[src/rtl/pwm_duty_meter.sv]
// PWM receive-side decoder: recovers high-phase length and rise-to-rise period
// of one PWM line, pulses sample_valid per closed period, and flags stuck lines.
module pwm_duty_meter #(
  parameter int PWM_INTERVAL = 1200,
  parameter int TIMEOUT      = 2400,
  parameter bit INVERT       = 1'b1
) (
  input  logic                              clk,
  input  logic                              rst_n,
  input  logic                              pwm_in,
  output logic [$clog2(PWM_INTERVAL+1)-1:0] duty_value,
  output logic [$clog2(TIMEOUT+1)-1:0]      period_value,
  output logic                              sample_valid,
  output logic                              stuck_high,
  output logic                              stuck_low
);

  localparam int DW = $clog2(PWM_INTERVAL + 1);
  localparam int CW = $clog2(TIMEOUT + 1);
  localparam logic [CW-1:0] ONE     = CW'(1);
  localparam logic [CW-1:0] TMO     = CW'(TIMEOUT);
  localparam logic [CW-1:0] TMO_M1  = CW'(TIMEOUT - 1);
  localparam logic [CW-1:0] INT_CW  = CW'(PWM_INTERVAL);
  localparam logic [DW-1:0] DUTY_MX = DW'(PWM_INTERVAL);

  typedef enum logic [1:0] {ARM, HIGH, LOW, STUCK} state_t;

  state_t        state, state_nx;
  logic          sync1, sync2, s, s_d;
  logic          rise, fall, timeout;
  logic [CW-1:0] period_cnt, high_cnt, idle_cnt;
  logic [CW-1:0] period_cnt_nx, high_cnt_nx, idle_cnt_nx;
  logic [DW-1:0] duty_nx;
  logic [CW-1:0] period_nx;
  logic          valid_nx, stuck_high_nx, stuck_low_nx;

  function automatic logic [CW-1:0] sat_inc(input logic [CW-1:0] v);
    return (v == TMO) ? v : v + ONE;
  endfunction

  // Synchroniser resets to the inactive pin level so reset release never looks like an edge.
  always_ff @(posedge clk or negedge rst_n) begin
    if (!rst_n) begin
      sync1 <= INVERT;
      sync2 <= INVERT;
      s_d   <= 1'b0;
    end else begin
      sync1 <= pwm_in;
      sync2 <= sync1;
      s_d   <= s;
    end
  end

  assign s       = sync2 ^ INVERT;
  assign rise    = s & ~s_d;
  assign fall    = ~s & s_d;
  assign timeout = (state != STUCK) && (idle_cnt == TMO_M1) && !rise && !fall;

  always_ff @(posedge clk or negedge rst_n) begin
    if (!rst_n) begin
      state        <= ARM;
      period_cnt   <= '0;
      high_cnt     <= '0;
      idle_cnt     <= '0;
      duty_value   <= '0;
      period_value <= '0;
      sample_valid <= 1'b0;
      stuck_high   <= 1'b0;
      stuck_low    <= 1'b0;
    end else begin
      state        <= state_nx;
      period_cnt   <= period_cnt_nx;
      high_cnt     <= high_cnt_nx;
      idle_cnt     <= idle_cnt_nx;
      duty_value   <= duty_nx;
      period_value <= period_nx;
      sample_valid <= valid_nx;
      stuck_high   <= stuck_high_nx;
      stuck_low    <= stuck_low_nx;
    end
  end

  always_comb begin
    state_nx      = state;
    period_cnt_nx = period_cnt;
    high_cnt_nx   = high_cnt;
    idle_cnt_nx   = (rise || fall) ? '0 : sat_inc(idle_cnt);
    duty_nx       = duty_value;
    period_nx     = period_value;
    valid_nx      = 1'b0;
    stuck_high_nx = stuck_high;
    stuck_low_nx  = stuck_low;

    if (timeout) begin
      state_nx      = STUCK;
      stuck_high_nx = s;
      stuck_low_nx  = ~s;
      duty_nx       = s ? DUTY_MX : '0;
      period_nx     = '0;
      valid_nx      = 1'b1;
    end else begin
      unique case (state)
        ARM: begin
          if (rise) begin
            state_nx      = HIGH;
            period_cnt_nx = ONE;
            high_cnt_nx   = ONE;
          end
        end
        HIGH: begin
          period_cnt_nx = sat_inc(period_cnt);
          if (fall) state_nx = LOW;
          else      high_cnt_nx = sat_inc(high_cnt);
        end
        LOW: begin
          if (rise) begin
            duty_nx       = (high_cnt > INT_CW) ? DUTY_MX : DW'(high_cnt);
            period_nx     = period_cnt;
            valid_nx      = 1'b1;
            period_cnt_nx = ONE;
            high_cnt_nx   = ONE;
            state_nx      = HIGH;
          end else begin
            period_cnt_nx = sat_inc(period_cnt);
          end
        end
        STUCK: begin
          if (rise) begin
            state_nx      = HIGH;
            period_cnt_nx = ONE;
            high_cnt_nx   = ONE;
            stuck_high_nx = 1'b0;
            stuck_low_nx  = 1'b0;
          end else if (fall) begin
            state_nx      = ARM;
            stuck_high_nx = 1'b0;
            stuck_low_nx  = 1'b0;
          end
        end
        default: state_nx = ARM;
      endcase
    end
  end

endmodule

[config.mk]
export PLATFORM = sky130hd
export DESIGN_NAME = pwm_duty_meter
export DESIGN_NICKNAME = d
export VERILOG_FILES = /design/src/rtl/pwm_duty_meter.sv
export SDC_FILE = /design/constraint.sdc
export NUM_CORES = 1
export LEC_CHECK = 0
export ABC_AREA = 1
export BUFFER_PORTS_ARGS = -buffer_cell sky130_fd_sc_hd__buf_2
export CELL_PAD_IN_SITES_DETAIL_PLACEMENT = 0
export CELL_PAD_IN_SITES_GLOBAL_PLACEMENT = 1
export CORE_ASPECT_RATIO = 0.9
export CORE_MARGIN = 2
export CORE_UTILIZATION = 30
export DETAILED_ROUTE_END_ITERATION = 7
export PLACE_DENSITY_LB_ADDON = 0.1
export RECOVER_POWER = 50
export SLEW_MARGIN = 20
export SYNTH_ARGS = -nofsm -noshare
export SYNTH_HDL_FRONTEND = slang
export SYNTH_SLANG_ARGS = --single-unit
[constraint.sdc]
create_clock -name clk -period 5.1 [get_ports clk]
set_clock_uncertainty 0.15 [all_clocks]
set_input_delay 0.255 -clock clk [delete_from_list [all_inputs] [get_ports clk]]
set_output_delay 0.255 -clock clk [all_outputs]
set_load 0.03 [all_outputs]
# Word-level counts from Yosys, hierarchy flattened
# Cells that the tools add are included.
# totals
reg_bits,67
inputBits,3
out_inout_bits,26
word_cells,87
# op_classes
n_addsub,3
order_cmp,1
n_eq_ne,16
muxes,31
n_bitwise,5
reduce_logical,19
# op_table
operator,count
$mux 12,10
$mux 11,5
$eq 12x12->1 const B,4
$add 12x1->12 const B,3
$pmux 12 s3,1
$pmux 12 s2,1
$gt 12x11->1 const B,1
$mux 2,5
$mux 1,8
$ne 2x2->1 const B,4
$pmux 2 s3,1
$reduce_and 2->1,3
$reduce_bool 2->1,3
$eq 2x2->1 const B,2
$ne 2x1->1 const B,2
$ne 4x4->1 const B,1
$reduce_and 4->1,1
$reduce_or 2->1,2
$logic_and 1x1->1,3
$ne 3x1->1 const B,1
$ne 3x3->1 const B,1
$not 1->1,3
$reduce_and 3->1,1
$reduce_bool 3->1,1
other kinds (6),8

# Longest topological paths before layout
# Gate-level depths: netlist (run 1).
# logic_depth
word_depth,7
mapped_depth,11
mapped_depth_nobuf,11

# Worst setup path before layout (run 1)
# Ideal clock, no wire load.
# synth_path
path_kind,reg-to-reg
start,reg sync2
end,reg period_cnt[11]
setup_ns,0.127
arrival_ns,1.709
required_ns,4.823
slack_ns,3.114
path_stages_with_launch,10
n_path_buf,2
synth_period_minus_slack_ns,1.986
cell_sequence,dfstp_2 > inv_1 > ha_1 > or2_2 > buf_2 > nand2_2 > inv_2 > buf_6 > nand3_1 > o21ai_0
# synth_via
elab_chain_len,7
elab_cells_between_ends,12
cone_classes,eq/ne: 1; mux: 2; bitwise: 4; reduce/logical: 5
# synth_lines
item,line,rtl
from (decl),29,"logic sync1, sync2, s, s_d;"
from (signal assigned),49,sync2 <= sync1;
$not 1->1 (no line) (*),-,
via s,29,
$and 1x1->1 (*),55,assign rise = s & ~s_d;
$logic_not 1->1,57,assign timeout = (state != STUCK) && (idle_cnt == TMO_M1) && !rise && !fall;
$logic_and 1x1->1 (2 in a row),57,
$not 1->1 (no line),-,
$reduce_and 2->1 (no line),-,
to (signal assigned),72,period_cnt <= period_cnt_nx;
to (decl),31,"logic [CW-1:0] period_cnt, high_cnt, idle_cnt;"
# The timed path passes the listed nets; every way through them passes the cells marked *.
# A chain may end at the register's enable or synchronous reset.

# Worst setup path in the final report (run 1)
# layout_path
start,reg sync2
end,reg period_cnt[10]
# Same word-level chain as after synthesis.

==> flow_summary.yaml, run 1 <==
status:
  status: "finished with violations"
  violations: "hold timing"
routing:
  drt_iter0_drc: 140
  via_count: 3115
  routed_wirelength_um: 9410
  drtAntennaViolNets: 0
  wire_per_inst_um: 13.7
  viasPerCell: 4.54
  firstDrtPassIters: 4
  drc: 0
floorplanning:
  start_util_pct: 30.7
  rows: 38
  pin_count: 29
  dieArea_um2: 13200
  die_x_um: 121
  fp.dieH_um: 109
  core_area_um2: 12000
synthesis:
  synth_adder_area_share_pct: 4.74
  syn_inst: 493
  synthXorXnorAreaFrac_pct: 2.61
  synthSimpleGateAreaFrac_pct: 31.8
  synth.mux.area_fraction_pct: 0
  synth_edf_count: 0
  synthFlopType: "dfrtp_1"
  synth_cell_types: 25
  syn_area_um2: 3690
  syn_nets: 510
  synth_area_per_cell_um2: 7.49
  async_flop_share_pct: 100
  yosysSeqAreaShare_pct: 45.5
  synth_compound_area_share_pct: 7.18
  ys_warn_count: 0
  synth_top_family_by_area: "simple AND/OR/NAND/NOR gates"
  synth_seq_cells: 67
power:
  cell_internal_pwr_w: 0.00113
  peakVddDrop_mv: 0.245
  switching_power_w: 0.000608
  pwr_density_cell_nw_per_um2: 407
  power_frac_seq_pct: 36.4
  p_clk_share_pct: 37.9
  p_sw_share_pct: 35.0
  comb_power_share_pct: 25.8
  p_leak_nw: 2.17
clock_network:
  clockBufferDepth: 2
  cts_num_sinks: 67
  cts_max_level: 3
  cts_tree: "done"
  hold_buffers: 1
  insertion_delay_ns: 0.34
  numCtsBuffers: 9
  clockRootBuffer: "clkbuf_16"
  cts_resized: 0
  clk_pin_slew_ns: 0.06
  cts_setup_buffers: 0
sta:
  fin_crit_sh_pct: 51.8
  worstMarginPinSlew_ns: 0.889
  grt_setup_unrepaired: "false"
  maxSlewViolCount: 0
  hold_viol: 39
  whs_ns: -0.0255
  period_minus_slack_ns: 2.64
  setup_violations: 0
  setup_tns_ns: 0
  max_freq_mhz: 379
  slew_headroom_pct: 40.8
place:
  gp_congestion: 0.775
  dp_hpwl_um: 6670
  io_buffer_count: 28
  dp.cells: 670
setup_path:
  cpMostUsedCell: "nand2_1"
  crit_chain: "inv_1 -> ha_1 -> nor2_1 -> nand2_1 -> nor2_2 -> nand3_2 -> nand2_2 -> inv_2 -> nand2_1 -> nand2_1 -> nor2_1"
  crit_path_max_incr_delay_ns: 0.52
  reg2reg_from: "sync2$_DFF_PN1_"
  startpoint_type: "register"
  endpoint_kind: "register"
  crit_path_top_delay_cell: "dfstp_1"
  crit_type: "register to register"
  path_max_fanout: 21
  crit_arrival_ns: 2.77
  setup.worst_path.start: "sync2$_DFF_PN1_"
  cp.required_ns: 5.23
global_routing:
  gr-usage-all-layers_pct: 16.2
  grt_max_degree: 68
  grt_overflow: 0
  first_global_vias: 3117
  antenna_found_initial: 0
  grt_pass1_wl_um: 16400
finish:
  insertedDiodeCount: 0
  num-fill-cells: 1323
  final_cell_mix: "160 x nand2_1, 65 x dfrtp_1, 56 x inv_1, 48 x nor2_1, 37 x o21ai_0"
  seqCellArea_um2: 1680
  nets: 539
  final_common_cell: "nand2_1"
  finalNonFillerCells: 686
  layout-drive-gt1-share_pct: 9.13
  multiInputGateArea_um2: 1710
  area_growth_pct: 15.6
run:
  cap_violations: 0
min_path:
  hp-class: "primary input to async pin"
==> cells by family (layout without fill, tap and decap cells) <==
family	count (synthesis)	after routing
and+or+nand+nor	277	277
buffers and inverters	72	105
xor gates and xnor gates	11	11
adders and majority gates	14	14
DFF	67	67
AOI/OAI and AO/OA	52	52
==> per-layer routing <==
layer | GRT usage, % | vias to the layer above | wire, µm
li1 | - | 1612 | -
met1 | 22.9 | 1452 | 4950
met2 | 23.8 | 44 | 4060
met3 | 5.13 | 7 | 300
met4 | 4.73 | 0 | 92
met5 | 0 | - | 0
==> registers in the layout, summed over array words and instances, names as in the netlist <==
signal	flops
period_value	12
sync1	1
period_cnt	12
duty_value	11
sync2	1
s_d	1
sample_valid	1
idle_cnt	12
state	2
high_cnt	12
stuck_low	1
stuck_high	1
==> worst max-delay path, delay by kind of cell, from the launching register on <==
kind | cells | cell delay, ns
and+or+nand+nor | 8 | 1.37
buffers and inverters | 2 | 0.25
DFF | 1 | 0.52
adders and majority gates | 1 | 0.30
==> Yosys cell counts, types with 5 or more instances <==
library cell | number | area share [%]
a21oi_1 | 12 | 1.6
o21ai_0 | 37 | 5.0
dfrtp_1 | 65 | 44
nand2_1 | 160 | 16
clkbuf_1 | 5 | 0.51
nand4_1 | 10 | 1.7
nor2_1 | 48 | 4.9
ha_1 | 14 | 4.7
inv_1 | 56 | 5.7
xor2_1 | 11 | 2.6
nand3_1 | 36 | 4.9
nor3_1 | 12 | 1.6
==> through the flow <==
stage               setup slack (ns)  hold slack [ns]  util [%]  instance area [µm²]  power [W]
finish                          2.46          -0.0255      35.5                 4270    0.00174
global route                    2.14           0.0649      35.5                 4270    0.00187
CTS                             2.43           0.0131      35.6                 4280    0.00177
detailed placement              2.43            0.198      32.9                 3960    0.00109
global placement                2.45            0.201      32.9                 3960    0.00109
floorplan                       3.11           -0.191         -                 3690   0.000979
==> path summary, 6_finish.rpt <==
| kind | slack, ns | end | cells past startpoint |
|---|---|---|---|
| min in group clk | 0.21 | sync2$_DFF_PN1_ | 0 |
| min reg2reg | 0.21 | sync2$_DFF_PN1_ | 0 |
| max reg2reg | 2.46 | period_cnt[10]$_DFFE_PN0P_ | 11 |
| min | -0.03 | period_value[11]$_DFFE_PN0P_ | 2 |
| max | 2.46 | period_cnt[10]$_DFFE_PN0P_ | 11 |
| max in group asynchronous | 4.25 | idle_cnt[1]$_DFFE_PN0P_ | 2 |
==> power groups by stage <==
stage / logic (W) / clock network (W) / registers (W)
final: 0.000447 / 0.000657 / 0.000632
after global routing: 0.000516 / 0.000710 / 0.000640
after CTS: 0.000456 / 0.000685 / 0.000632
after detailed placement: 0.000452 / 0 / 0.000641
after global placement: 0.000451 / 0 / 0.000639
after floorplan: 0.000311 / 0 / 0.000668
==> layout make-up <==
cell class	count	share of cell area, %
Inverter	60	5.28
Clock buffer	10	5.37
Sequential cell	67	39.4
Tap cell	160	4.69
Timing Repair Buffer	30	3.40
Clock inverter	5	1.85
Multi-Input combinational cell	354	40.1
Note: power is estimated with default switching activity, not from simulation.
==> inputs of run 2 (changes only) <==
==> constraint.sdc (replaced) <==
create_clock -name clk -period 2.15 [get_ports clk]
set_clock_uncertainty 0.15 [all_clocks]
set_input_delay 0.1075 -clock clk [delete_from_list [all_inputs] [get_ports clk]]
set_output_delay 0.1075 -clock clk [all_outputs]
set_load 0.03 [all_outputs]
==> flow_summary.yaml, run 2 (same netlist as run 1, synthesis figures left out) <==
power:
  pwr_density_cell_nw_per_um2: 917
  p_clk_share_pct: 33.1
  p_sw_share_pct: 35.2
  peakVddDrop_mv: 0.463
  power_frac_seq_pct: 36.1
  switching_power_w: 0.00145
  p_leak_nw: 2.31
  comb_power_share_pct: 30.8
  cell_internal_pwr_w: 0.00267
floorplanning:
  fp.dieH_um: 109
  die_x_um: 121
  dieArea_um2: 13200
  pin_count: 29
  rows: 38
  start_util_pct: 30.7
  core_area_um2: 12000
global_routing:
  antenna_found_initial: 0
  grt_overflow: 0
  gr-usage-all-layers_pct: 15.7
  grt_max_degree: 45
  first_global_vias: 3170
  grt_pass1_wl_um: 16000
routing:
  wire_per_inst_um: 13.2
  drc: 0
  drtAntennaViolNets: 0
  routed_wirelength_um: 9400
  via_count: 3203
  viasPerCell: 4.49
  drt_iter0_drc: 162
  firstDrtPassIters: 4
setup_path:
  crit_chain: "inv_1 -> ha_2 -> nor2_1 -> nand2_1 -> nor2_4 -> nand3_4 -> nand2_1 -> inv_4 -> a21oi_1 -> inv_1"
  crit_path_max_incr_delay_ns: 0.53
  path_max_fanout: 23
  startpoint_type: "register"
  crit_type: "register to register"
  endpoint_kind: "register"
  crit_path_top_delay_cell: "dfstp_2"
  cp.required_ns: 2.22
  crit_arrival_ns: 2.11
sta:
  worstMarginPinSlew_ns: 1.30
  grt_setup_unrepaired: "true"
  whs_ns: 0.206
  maxSlewViolCount: 0
  hold_viol: 0
  period_minus_slack_ns: 2.03
  slew_headroom_pct: 13.2
  fin_crit_sh_pct: 94.6
  max_freq_mhz: 492
  setup_violations: 0
finish:
  nets: 565
  final_area_um2: 4500
  fin_util_pct: 37.4
  final_cell_mix: "160 x nand2_1, 65 x dfrtp_1, 56 x inv_1, 48 x nor2_1"
  area_growth_pct: 21.9
  layout-drive-gt1-share_pct: 13.7
  final_common_cell: "nand2_1"
  insertedDiodeCount: 0
  finalNonFillerCells: 713
clock_network:
  insertion_delay_ns: 0.33
  cts_tree: "done"
  clockRootBuffer: "clkbuf_16"
  clockBufferDepth: 2
  cts_max_level: 3
  cts_num_sinks: 67
  numCtsBuffers: 9
  clk_pin_slew_ns: 0.05
place:
  io_buffer_count: 28
  dp.cells: 685
  gp_congestion: 0.764
  dp_hpwl_um: 6840
  postPlaceCellArea_um2: 4110
min_path:
  hp-class: "register to register"
status:
  status: "complete, no violations"
run:
  cap_violations: 0
run 2: cell count changes in the layout (fill, tap and decap cells not counted), sizes merged:
cell         delta
clkinv          -1
dlygate4sd3     +1
bufinv          -2
buf            +25
clkbuf          +4
run 2: critical path, delay by kind of cell, from the launching register on:
family / cells / cell delay [ns]
adders and majority gates: 1 / 0.20
buffers and inverters: 3 / 0.26
DFF: 1 / 0.53
AOI/OAI and AO/OA: 1 / 0.16
and+or+nand+nor: 5 / 0.61
run 2: through the flow:
step / setup WS (ns) / setup TNS [ns] / total power (W)
floorplan: 0.164 / 0 / 0.00232
global placement: 0.0316 / 0 / 0.00272
detailed placement: 0.0245 / 0 / 0.00273
CTS: 0.0116 / 0 / 0.00414
global route: -0.0217 / -0.113 / 0.00443
finish: 0.117 / 0 / 0.00413
run 2: layout make-up:
class / count / area [µm²]
Fill cell: 1279 / 7530
Multi-Input combinational cell: 354 / 1730
Sequential cell: 67 / 1680
Timing Repair Buffer: 56 / 387
Clock buffer: 14 / 264
Inverter: 60 / 230
Tap cell: 160 / 200
Clock inverter: 2 / 10.0
run 2: metal layers:
layer  routed length [µm]  global-route usage [%]
met5                    0                       0
met4                  139                    5.48
met3                  235                    3.77
met2                 4190                    24.3
met1                 4830                    21.5
run 2: repair_timing:
action	4_1_cts	5_1_grt
hold buffers	2	0
setup endpoints to repair	0	47
resized for setup	0	10
buffers inserted	0	9
hold endpoints to repair	68	0
run 2: power groups by stage:
stage	registers, W	clock network [W]	logic (W)
2_1_floorplan	0.00158	0	0.000737
3_3_place_gp	0.00151	0	0.00122
3_5_place_dp	0.00151	0	0.00122
4_1_cts	0.00149	0.00142	0.00123
5_1_grt	0.00151	0.00146	0.00146
6_report	0.00149	0.00137	0.00127
run 2: worst paths after layout:
path                                      start                           end  slack [ns]  depth (start not counted)
worst min register to register  sync1$_DFF_PN1_               sync2$_DFF_PN1_        0.21                          0
worst max-delay path            sync2$_DFF_PN1_  period_value[11]$_DFFE_PN0P_        0.12                         10
worst max register to register  sync2$_DFF_PN1_  period_value[11]$_DFFE_PN0P_        0.12                         10
worst min-delay path            sync1$_DFF_PN1_               sync2$_DFF_PN1_        0.21                          0
max in group asynchronous                 rst_n       high_cnt[6]$_DFFE_PN0P_        0.54                          3
min in group asynchronous                 rst_n   period_value[0]$_DFFE_PN0P_        0.50                          3
==> inputs of run 3 (changes only) <==
--- a/config.mk
+++ b/config.mk
@@ -7,8 +7,8 @@
 export LEC_CHECK = 0
 export ABC_AREA = 1
 export BUFFER_PORTS_ARGS = -buffer_cell sky130_fd_sc_hd__buf_2
-export CELL_PAD_IN_SITES_DETAIL_PLACEMENT = 0
-export CELL_PAD_IN_SITES_GLOBAL_PLACEMENT = 1
+export CELL_PAD_IN_SITES_DETAIL_PLACEMENT = 1
+export CELL_PAD_IN_SITES_GLOBAL_PLACEMENT = 2
 export CORE_ASPECT_RATIO = 0.9
 export CORE_MARGIN = 2
 export CORE_UTILIZATION = 30
==> flow_summary.yaml, run 3 (same netlist as run 1, synthesis figures left out) <==
status:
  status: "complete, no violations"
finish:
  seqCellArea_um2: 1680
  multiInputGateArea_um2: 1730
  insertedDiodeCount: 0
  fin_util_pct: 36.4
  final_common_cell: "nand2_1"
  final_cell_mix: "159 x nand2_1, 65 x dfrtp_1, 56 x inv_1, 48 x nor2_1, 37 x o21ai_0"
  nets: 555
  area_growth_pct: 18.7
  layout-drive-gt1-share_pct: 12.5
  num-fill-cells: 1515
sta:
  grt_setup_unrepaired: "false"
  hold_viol: 0
  maxSlewViolCount: 0
  fin_crit_sh_pct: 90.7
  setup_violations: 0
  setup_tns_ns: 0
  worst_slack_ns: 0.200
  period_minus_slack_ns: 1.95
  slew_headroom_pct: 36.3
  max_freq_mhz: 513
  worstMarginPinSlew_ns: 0.955
clock_network:
  cts_num_sinks: 67
  clk_pin_slew_ns: 0.06
  cts_max_level: 3
  insertion_delay_ns: 0.34
  cts_tree: "done"
  clockBufferDepth: 2
  clockRootBuffer: "clkbuf_16"
  numCtsBuffers: 9
setup_path:
  startpoint_type: "register"
  crit_path_top_delay_cell: "dfstp_2"
  reg2reg_slack_ns: 0.20
  path_max_fanout: 8
  setup.worst_path.start: "sync2$_DFF_PN1_"
  worstRegToRegCells: 9
  crit_type: "register to register"
  crit_end: "stuck_low$_DFFE_PN0P_"
  cp.required_ns: 2.22
  cpMostUsedCell: "inv_1"
  crit_arrival_ns: 2.02
  rr_endpoint: "stuck_low$_DFFE_PN0P_"
  crit_chain: "inv_1 -> ha_1 -> nor2_1 -> nand2_1 -> nor2_2 -> nand3_4 -> buf_4 -> a31oi_1 -> inv_1"
  reg2reg_from: "sync2$_DFF_PN1_"
  endpoint_kind: "register"
  crit_path_max_incr_delay_ns: 0.53
min_path:
  whs_path_depth: 0
  hp-class: "register to register"
routing:
  wire_per_inst_um: 14.6
  firstDrtPassIters: 4
  drtAntennaViolNets: 0
  drt_iter0_drc: 155
  via_count: 3271
  drc: 0
  routed_wirelength_um: 10300
  viasPerCell: 4.65
power:
  switching_power_w: 0.00154
  power_frac_seq_pct: 36.5
  cell_internal_pwr_w: 0.00257
  comb_power_share_pct: 30.2
  peakVddDrop_mv: 0.411
  p_leak_nw: 2.22
  p_clk_share_pct: 33.3
  pwr_density_cell_nw_per_um2: 937
  p_sw_share_pct: 37.4
place:
  dp_hpwl_um: 7690
  gp_congestion: 0.742
  io_buffer_count: 28
  dp_slack_ns: 0.0376
global_routing:
  grt_max_degree: 68
  first_global_vias: 3438
  antenna_found_initial: 0
  grt_pass1_wl_um: 17600
  gr-usage-all-layers_pct: 17.2
  grt_overflow: 0
floorplanning:
  core_area_um2: 12000
  pin_count: 29
  rows: 38
  dieArea_um2: 13200
  fp.dieH_um: 109
  start_util_pct: 30.7
  die_x_um: 121
run:
  cap_violations: 0
-- run 3: cell types whose count changed in the layout (fill, tap and decap cells not counted), moves of 2 or more --
cell / previous run / this run
buf_2: 21 / 19
clkbuf_8: 2 / 0
nand2_2: 0 / 2
buf_4: 20 / 13
clkinvlp_4: 0 / 3
-- run 3: power by group through the flow --
| stage | clock, W | combinational [W] | sequential (W) |
|---|---|---|---|
| after floorplan | 0 | 0.000737 | 0.00158 |
| after global placement | 0 | 0.00121 | 0.00152 |
| after detailed placement | 0 | 0.00123 | 0.00152 |
| after CTS | 0.00142 | 0.00123 | 0.00150 |
| after global routing | 0.00148 | 0.00143 | 0.00152 |
| final | 0.00137 | 0.00124 | 0.00150 |
-- run 3: routing by layer --
layer	up-vias	wire length, µm	track usage [%]
li1	1649	-	-
met1	1583	5310	23.7
met2	30	4610	27.5
met3	9	268	3.66
met4	0	110	4.98
met5	-	0	0
-- run 3: worst min-delay path by stage --
| stage | from | to | slack [ns] |
|---|---|---|---|
| 2_1_floorplan | rst_n | duty_value[0]$_DFFE_PN0P_ | -0.34 |
| 3_3_place_gp | rst_n | high_cnt[11]$_DFFE_PN0P_ | 0.01 |
| 3_5_place_dp | rst_n | high_cnt[9]$_DFFE_PN0P_ | 0.02 |
| 4_1_cts | rst_n | high_cnt[9]$_DFFE_PN0P_ | 0.19 |
| 5_1_grt | sync1$_DFF_PN1_ | sync2$_DFF_PN1_ | 0.22 |
| 6_report | sync1$_DFF_PN1_ | sync2$_DFF_PN1_ | 0.21 |
-- run 3: layout make-up --
| type | count | area share (%) |
|---|---|---|
| multi-input combinational | 354 | 39.4 |
| clock buffer | 10 | 5.23 |
| tap | 160 | 4.57 |
| inverter | 60 | 5.20 |
| timing repair buffer | 46 | 6.34 |
| sequential | 67 | 38.3 |
| clock inverter | 6 | 0.942 |
-- run 3: repair_timing --
action                     in CTS  in global routing
hold endpoints to repair       68                  0
buffers inserted                0                  1
hold buffers                    2                  0
setup endpoints to repair       0                 36
resized for setup               0                  7
-- run 3: worst max-delay path, delay by kind of cell, from the launching register on --
kind | cells | cell delay (ns)
adders and majority gates | 1 | 0.20
AOI/OAI and AO/OA | 1 | 0.16
DFF | 1 | 0.53
buffers and inverters | 3 | 0.31
and+or+nand+nor | 4 | 0.48
-- run 3: through the flow --
stage	hold WS (ns)	area, µm²	power [W]	std cells
final	0.212	4380	0.00411	703
after global routing	0.215	4380	0.00442	703
after floorplan	-0.338	3690	0.00232	493
after CTS	0.192	4370	0.00415	702
after global placement	0.0146	4080	0.00273	684
after detailed placement	0.0170	4080	0.00275	684
